--- config.mk ---
export PLATFORM = sky130hd
export DESIGN_NAME = spawnin_reader_flat
export DESIGN_NICKNAME = d
export VERILOG_FILES = /design/src/rtl/spawnin_reader_if.sv /design/src/rtl/spawnin_reader.sv /design/src/flat_wrapper.sv
export SDC_FILE = /design/constraint.sdc
export NUM_CORES = 1
export LEC_CHECK = 0
export ABC_AREA = 1
export BUFFER_PORTS_ARGS = -buffer_cell sky130_fd_sc_hd__buf_2
export CAP_MARGIN = 10
export CORE_MARGIN = 10
export CORE_UTILIZATION = 40
export CTS_BUF_LIST = sky130_fd_sc_hd__clkbuf_8
export DETAILED_ROUTE_END_ITERATION = 7
export PLACE_DENSITY = 0.79
export SYNTH_ARGS = -nofsm -noshare
export SYNTH_HDL_FRONTEND = slang
export SYNTH_SLANG_ARGS = --single-unit
--- constraint.sdc ---
create_clock -name clk -period 1.6 [get_ports clk]
set_clock_uncertainty 0.15 [all_clocks]
set_input_delay 0.24 -clock clk [delete_from_list [all_inputs] [get_ports clk]]
set_output_delay 0.24 -clock clk [all_outputs]
set_load 0.03 [all_outputs]
--- src/rtl/spawnin_reader_if.sv ---
// Bus bundle for spawnin_reader: BRAM port toward the spawn-in ring plus the
// {tid, ptid} valid/ready stream toward the task-finish logic.
interface spawnin_reader_if;
  logic [31:0] mem_addr;
  logic        mem_en;
  logic [7:0]  mem_wr;
  logic [63:0] mem_din;
  logic [63:0] mem_dout;
  logic [63:0] out_tid;
  logic [63:0] out_ptid;
  logic        out_valid;
  logic        out_ready;

  modport master (
    output mem_addr, mem_en, mem_wr, mem_din, out_tid, out_ptid, out_valid,
    input  mem_dout, out_ready
  );

  modport slave (
    input  mem_addr, mem_en, mem_wr, mem_din, out_tid, out_ptid, out_valid,
    output mem_dout, out_ready
  );
endinterface

--- src/rtl/spawnin_reader.sv ---
// Spawn-in ring consumer: polls 3-word entries, frees the slot, streams {tid, ptid}.
// Optional macro SPAWNIN_POLL_BACKOFF_EN idles the BRAM port between failed polls.
module spawnin_reader #(
  parameter int         SPAWNIN_SIZE  = 1024,
  parameter logic [7:0] EXPECTED_TYPE = 8'h01,
  parameter int         POLL_INTERVAL = 16
) (
  input  logic              clk,
  input  logic              rst,
  spawnin_reader_if.master  bus,
  output logic              err_type,
  output logic [31:0]       consumed_cnt
);

  localparam int B = $clog2(SPAWNIN_SIZE);

  if (SPAWNIN_SIZE < 4 || (SPAWNIN_SIZE & (SPAWNIN_SIZE - 1)) != 0 || POLL_INTERVAL < 1)
  begin : g_bad_param
    $error("spawnin_reader: SPAWNIN_SIZE must be a power of 2 >= 4, POLL_INTERVAL >= 1");
  end

  typedef enum logic [2:0] {
    POLL_ISSUE,
    POLL_CHECK,
    RD_TID,
    RD_PTID,
    CLEAR,
`ifdef SPAWNIN_POLL_BACKOFF_EN
    BACKOFF,
`endif
    OUTPUT
  } state_t;

  state_t      state;
  logic [B-1:0] idx;
  logic [B-1:0] idx_p1, idx_p2, idx_p3;
  logic [31:0] addr_q;
  logic [7:0]  wr_q;
  logic        en_q;
  logic [63:0] tid_q, ptid_q;
  logic        valid_q;

`ifdef SPAWNIN_POLL_BACKOFF_EN
  localparam int CW = $clog2(POLL_INTERVAL + 1);
  logic [CW-1:0] backoff_cnt;
`endif

  // Ring arithmetic wraps naturally in B bits, so entries may straddle the end.
  assign idx_p1 = idx + B'(1);
  assign idx_p2 = idx + B'(2);
  assign idx_p3 = idx + B'(3);

  function automatic logic [31:0] word_addr(input logic [B-1:0] w);
    logic [31:0] a;
    a = '0;
    a[3 +: B] = w;
    return a;
  endfunction

  // NOTE: every register here is updated with <= so all of them see the
  // pre-edge values of each other; a blocking assignment would reorder the FSM.
  always_ff @(posedge clk) begin
    if (rst) begin
      state        <= POLL_ISSUE;
      idx          <= '0;
      addr_q       <= '0;
      wr_q         <= '0;
      en_q         <= 1'b1;
      tid_q        <= '0;
      ptid_q       <= '0;
      valid_q      <= 1'b0;
      err_type     <= 1'b0;
      consumed_cnt <= '0;
`ifdef SPAWNIN_POLL_BACKOFF_EN
      backoff_cnt  <= '0;
`endif
    end else begin
      case (state)
        POLL_ISSUE: state <= POLL_CHECK;

        POLL_CHECK: begin
          if (bus.mem_dout[63:56] == 8'h80) begin
            if (bus.mem_dout[7:0] != EXPECTED_TYPE) err_type <= 1'b1;
            addr_q <= word_addr(idx_p1);
            state  <= RD_TID;
          end else begin
`ifdef SPAWNIN_POLL_BACKOFF_EN
            en_q        <= 1'b0;
            backoff_cnt <= CW'(POLL_INTERVAL - 1);
            state       <= BACKOFF;
`else
            state <= POLL_CHECK;
`endif
          end
        end

        RD_TID: begin
          addr_q <= word_addr(idx_p2);
          state  <= RD_PTID;
        end

        RD_PTID: begin
          tid_q  <= bus.mem_dout;
          addr_q <= word_addr(idx);
          wr_q   <= 8'h80;
          state  <= CLEAR;
        end

        CLEAR: begin
          ptid_q  <= bus.mem_dout;
          wr_q    <= '0;
          valid_q <= 1'b1;
          state   <= OUTPUT;
        end

        OUTPUT: begin
          if (bus.out_ready) begin
            valid_q      <= 1'b0;
            idx          <= idx_p3;
            addr_q       <= word_addr(idx_p3);
            consumed_cnt <= consumed_cnt + 32'd1;
            state        <= POLL_ISSUE;
          end
        end

`ifdef SPAWNIN_POLL_BACKOFF_EN
        BACKOFF: begin
          if (backoff_cnt == '0) begin
            en_q  <= 1'b1;
            state <= POLL_ISSUE;
          end else begin
            backoff_cnt <= backoff_cnt - CW'(1);
          end
        end
`endif

        default: state <= POLL_ISSUE;
      endcase
    end
  end

  // Reset landing in the CLEAR cycle must suppress the header write, so the
  // registered strobe is gated by rst combinationally.
  assign bus.mem_wr    = rst ? 8'h00 : wr_q;
  assign bus.mem_addr  = addr_q;
  assign bus.mem_en    = en_q;
  assign bus.mem_din   = '0;
  assign bus.out_tid   = tid_q;
  assign bus.out_ptid  = ptid_q;
  assign bus.out_valid = valid_q;

endmodule

--- src/flat_wrapper.sv ---
// flat-port wrapper written by rule: the top's interface ports become plain ports
module spawnin_reader_flat 
#(
  parameter int         SPAWNIN_SIZE  = 1024,
  parameter logic [7:0] EXPECTED_TYPE = 8'h01,
  parameter int         POLL_INTERVAL = 16
)
  (clk, rst, err_type, consumed_cnt, bus_mem_addr, bus_mem_en, bus_mem_wr, bus_mem_din, bus_out_tid, bus_out_ptid, bus_out_valid, bus_mem_dout, bus_out_ready);
  spawnin_reader_if bus_i ();
  input  logic clk;
  input  logic rst;
  output logic err_type;
  output logic [31:0] consumed_cnt;
  output wire logic [$bits(bus_i.mem_addr)-1:0] bus_mem_addr;
  output wire logic [$bits(bus_i.mem_en)-1:0] bus_mem_en;
  output wire logic [$bits(bus_i.mem_wr)-1:0] bus_mem_wr;
  output wire logic [$bits(bus_i.mem_din)-1:0] bus_mem_din;
  output wire logic [$bits(bus_i.out_tid)-1:0] bus_out_tid;
  output wire logic [$bits(bus_i.out_ptid)-1:0] bus_out_ptid;
  output wire logic [$bits(bus_i.out_valid)-1:0] bus_out_valid;
  input wire logic [$bits(bus_i.mem_dout)-1:0] bus_mem_dout;
  input wire logic [$bits(bus_i.out_ready)-1:0] bus_out_ready;
  assign bus_mem_addr = bus_i.mem_addr;
  assign bus_mem_en = bus_i.mem_en;
  assign bus_mem_wr = bus_i.mem_wr;
  assign bus_mem_din = bus_i.mem_din;
  assign bus_out_tid = bus_i.out_tid;
  assign bus_out_ptid = bus_i.out_ptid;
  assign bus_out_valid = bus_i.out_valid;
  assign bus_i.mem_dout = bus_mem_dout;
  assign bus_i.out_ready = bus_out_ready;
  spawnin_reader #(.SPAWNIN_SIZE(SPAWNIN_SIZE), .EXPECTED_TYPE(EXPECTED_TYPE), .POLL_INTERVAL(POLL_INTERVAL)) u_core (.clk(clk), .rst(rst), .bus(bus_i), .err_type(err_type), .consumed_cnt(consumed_cnt));
endmodule
After elaboration in Yosys (flattened, before gate mapping) --
Index checks and enable logic that the tools add are counted.
Storage, ports and cells: bits of input ports 67, register bits 215
Cells by class: eq/ne operators 9, reductions and logical operators 8, mux-type cells 10, add/subtract/negate cells 4
Operators by type and width (number):
- $pmux 32 s4 | 1
- $mux 32 | 2
- $add 32x1->32 const B | 1
- $add 10x2->10 const B | 2
- $pmux 3 s6 | 1
- $pmux 8 s2 | 1
- $add 10x1->10 const B | 1
- $eq 8x8->1 const B | 1
- $mux 8 | 1
- $ne 8x1->1 const B | 1
- $eq 3x2->1 const B | 2
- $eq 3x3->1 const B | 2
- $reduce_and 3->1 | 2
- $reduce_and 2->1 | 2
- $reduce_bool 2->1 | 2
- $reduce_bool 4->1 | 1
- $eq 3x1->1 const B | 1
- $logic_not 3->1 | 1
- $mux 3 | 1
- $mux 2 | 1
- $ne 2x1->1 const B | 1
- $ne 2x2->1 const B | 1
- $pmux 1 s2 | 1
- $mux 1 | 1

Logic depth before layout (Yosys ltp) --
depth after elaboration 3, mapped depth 11

Worst setup path after synthesis --
OpenSTA, ideal clock, no wires.
path kind reg2reg, start point register u_core.consumed_cnt[0], end point register u_core.consumed_cnt[26], arrival time 1.645 ns, library setup time 0.128 ns, path buffers 0, cell stages (with the launch flop) 11, period minus slack after synthesis 1.923 ns, slack -0.323 ns, path through dfxtp_1 > ha_1 > nand3_1 > nor2_1 > nand3_2 > nor2_4 > nand2_2 > nor2_1 > nand2_1 > nand2_1 > nor2_1
Between the ends: cells in the longest elaborated chain, start to end 1
RTL lines:
- from (decl) | line spawnin_reader.sv:12 | output logic [31:0] consumed_cnt
- from (signal assigned) | line spawnin_reader.sv:121 | consumed_cnt <= consumed_cnt + 32'd1;
- $add 32x1->32 | line spawnin_reader.sv:121
Every way passes these cells. A chain may end at the register's enable or synchronous reset.

Worst setup path in the final report --
start point input bus_out_ready, end point register u_core.consumed_cnt[26]
Between the ends: cells in the longest elaborated chain, start to end 1
RTL lines:
- from (decl) | line flat_wrapper.sv:22 | input wire logic [$bits(bus_i.out_ready)-1:0] bus_out_ready;
- $reduce_and 2->1 (no source line)
Every way passes these cells.

==> flow_summary_export.csv <==
group,metric,value,unit
clocking,clock_sinks,186,
critical_path,path_class,"input port to register",
critical_path,crit_required,1.81,ns
critical_path,endpoint_kind,"register",
floorplanning,rows,53,
clocking,htreeDepth,4,
power_and_ir_drop,p_total,8970,uW
yosys,synth_compound_area_frac,0.136,
cells_and_area,nNetsFinal,1652,
power_and_ir_drop,power.density,754,nW/um^2
detailed_routing,met1Wirelength,11500,um
clocking,insertion_delay,0.48,ns
yosys,synthXorXnorAreaFrac,0.0112,
clocking,root_buffer,"clkbuf_8",
yosys,async_reset_ff_frac,0,
cells_and_area,fill_cells,1903,
yosys,synth_edf_count,0,
yosys,ys.warnings.count,0,
detailed_routing,top_layer_used,"met5",
place,gp_congestion,0.889,
global_routing,overflow,0,
detailed_routing,totalWireLength,31400,um
detailed_routing,wl_per_cell,16.8,um
global_routing,gr-usage-all-layers,0.210,
power_and_ir_drop,leakage,0.00559,uW
sta,rsz0062_at_grt,"yes",
sta,finalWorstSetupSlack,-0.000246,ns
yosys,ys.flop_type,"dfxtp_1",
outcome,failed_checks,"negative setup slack",
yosys,netlist_instances,1213,
floorplanning,start_util,0.407,
sta,hold_viol_final,0,
worst_hold_path,hp-class,"input port to register",
power_and_ir_drop,max-vdd-ir-drop,0.000534,V
cells_and_area,layout_commonest_cell,"nor2_1",
clocking,cts_tree,"built",
yosys,muxShareOfSynthArea,0,
yosys,synth_fa_ha_area_frac,0.00729,
yosys,synthSimpleGateAreaFrac,0.270,
cells_and_area,mostFrequentLayoutCells,"284 x nor2_1, 226 x buf_2, 169 x nand2_1, 151 x dfxtp_1, 140 x o21ai_0",
sta,min_period,1.60,ns
cells_and_area,final_util,0.564,
outcome,status,"complete, but fails checks",
sta,slew_violations,0,
critical_path,critPathArrivalTime,1.81,ns
cells_and_area,drive_gt1_frac,0.309,
sta,finalSetupViolCount,1,
floorplanning,dieArea,27700,sq um
place,portBuffers,239,
clocking,clk_pin_slew,0.13,ns
critical_path,worstPathMaxFanout,4,
detailed_routing,vias_per_cell,4.94,
run,cap_violations,0,
place,place_ws,-0.130,ns
detailed_routing,drc,0,
floorplanning,die_w,166,um
sta,fin_crit_sh,1.00,
global_routing,grt_pass1_wl,48400,um
yosys,ys_seq_area_frac,0.434,
detailed_routing,detail-route-antenna-nets,0,
sta,timing.fmax,625,MHz
place,dpl.hpwl,21700,um
detailed_routing,vias,9234,
yosys,ys_types,35,
critical_path,critPathLaunchType,"input port",
detailed_routing,dr.pass1.iters,6,
worst_hold_path,holdPathStages,4,
yosys,synth.avg_cell_area,7.08,sq um
detailed_routing,drtIter0Drc,568,
floorplanning,top_level_ports,334,
floorplanning,die_h,166,um
cells_and_area,synthToLayoutAreaGrowth,38.5,%
clocking,cts_buffers,17,
detailed_routing,wl_met3,3370,um
global_routing,grt_pass1_vias,9173,
detailed_routing,dr_wl_met2,15500,um
critical_path,worstRegToRegCells,10,
global_routing,grt_max_degree,89,
global_routing,antenna_found_initial,5,
yosys,synth_area,8580,sq um
yosys,synth_top_family_by_area,"simple AND/OR/NAND/NOR gates",
clocking,cts_max_path_buffers,2,
floorplanning,core_area,21100,sq um
yosys,synth-seq-cells,186,
==> logic make-up after synthesis <==
family          after synthesis
simple gates                567
flops                       186
xor+xnor                     11
buf+inv                     216
fa+ha+maj                     5
other cells                   2
compound gates              226
==> worst max-delay path, cell delays in order <==
cell           delay, ns
dlygate4sd3_1       0.55
buf_4               0.14
inv_1               0.08
nor2_4              0.19
nand3_4             0.11
nor2_4              0.16
nand2_2             0.08
nor2_1              0.10
nand2_1             0.05
nand2_1             0.06
nor2_1              0.04
==> power breakdown <==
group / internal [uW] / leakage, uW / switching [uW] / total [uW]
clock network: 1260 / 0.000219 / 2190 / 3450
registers: 4640 / 0.00152 / 14.4 / 4650
logic: 263 / 0.00385 / 601 / 864
total: 6160 / 0.00559 / 2800 / 8970
==> synth_stat cells, types with 2 or more instances <==
library cell	count	share of area
nand3b_1	8	0.0070
ha_1	5	0.0073
nand4_1	9	0.0066
nor2_4	3	0.0039
buf_2	13	0.0076
inv_2	5	0.0022
o211ai_1	4	0.0035
conb_1	2	0.00087
nor3_1	6	0.0035
xor2_1	10	0.010
a211oi_1	4	0.0035
nor2_1	310	0.14
o21a_1	2	0.0017
nand2_1	184	0.080
nor2_2	5	0.0036
buf_4	96	0.084
inv_1	60	0.026
a21oi_1	55	0.032
nand2_2	3	0.0022
o21bai_1	2	0.0017
a31oi_1	2	0.0015
clkbuf_1	38	0.017
nand3_4	2	0.0041
o21ai_0	152	0.089
dfxtp_1	186	0.43
o21ai_1	4	0.0023
buf_6	3	0.0039
nand3_1	33	0.019
==> path summary, 6_finish.rpt <==
path,startpoint,end,slack [ns]
hold / removal,bus_mem_dout[57],u_core.bus.out_tid[57]$_SDFFE_PP0N_,0.03
setup / recovery,bus_out_ready,u_core.consumed_cnt[26]$_SDFFE_PP0P_,-0.0002
hold reg to reg,u_core.err_type$_SDFFE_PP0P_,u_core.err_type$_SDFFE_PP0P_,0.30
setup reg to reg,u_core.consumed_cnt[1]$_SDFFE_PP0P_,u_core.consumed_cnt[26]$_SDFFE_PP0P_,0.01
==> flip-flops by register name, summed over array words and instances (netlist names) <==
| register | count |
|---|---|
| u_core.bus.out_ptid | 64 |
| u_core.bus.out_tid | 64 |
| u_core.consumed_cnt | 32 |
| u_core.bus.mem_addr | 10 |
| u_core.idx | 10 |
| u_core.state | 3 |
| u_core.bus.out_valid | 1 |
| u_core.err_type | 1 |
| u_core.wr_q | 1 |
==> per-stage QoR <==
step	hold slack [ns]	TNS (ns)	cells	area (sq um)
4_1_cts	0.00595	0	1863	11500
2_1_floorplan	0.225	-0.0522	1305	8970
3_3_place_gp	0.286	-0.352	1763	10300
6_report	0.0347	-0.000246	1870	11900
5_1_grt	0.0182	-0.895	1870	11900
3_5_place_dp	0.292	-1.58	1763	10300
==> routing by layer <==
metal,up-vias,GRT usage
met5,-,0
met4,4,0.0790
met3,79,0.0817
met2,481,0.364
met1,4238,0.225
li1,4432,-
==> cell type report <==
class	instances	area (sq um)	share of cell area
Multi-Input combinational cell	903	4260	0.358
Clock buffer	17	234	0.0197
Timing Repair Buffer	407	2800	0.235
Inverter	65	255	0.0215
Clock inverter	15	205	0.0173
Antenna cell	2	5.00	0.000421
Sequential cell	186	3790	0.319
Tap cell	275	344	0.0289
==> repair_timing <==
action	CTS	global route
buffers inserted	3	3
resized for setup	29	114
endpoints found under the hold margin	128	0
cloned	0	2
pin swaps	5	17
setup endpoints to repair	64	120
hold buffers	65	0
Note: power is estimated with default switching activity, not from simulation.
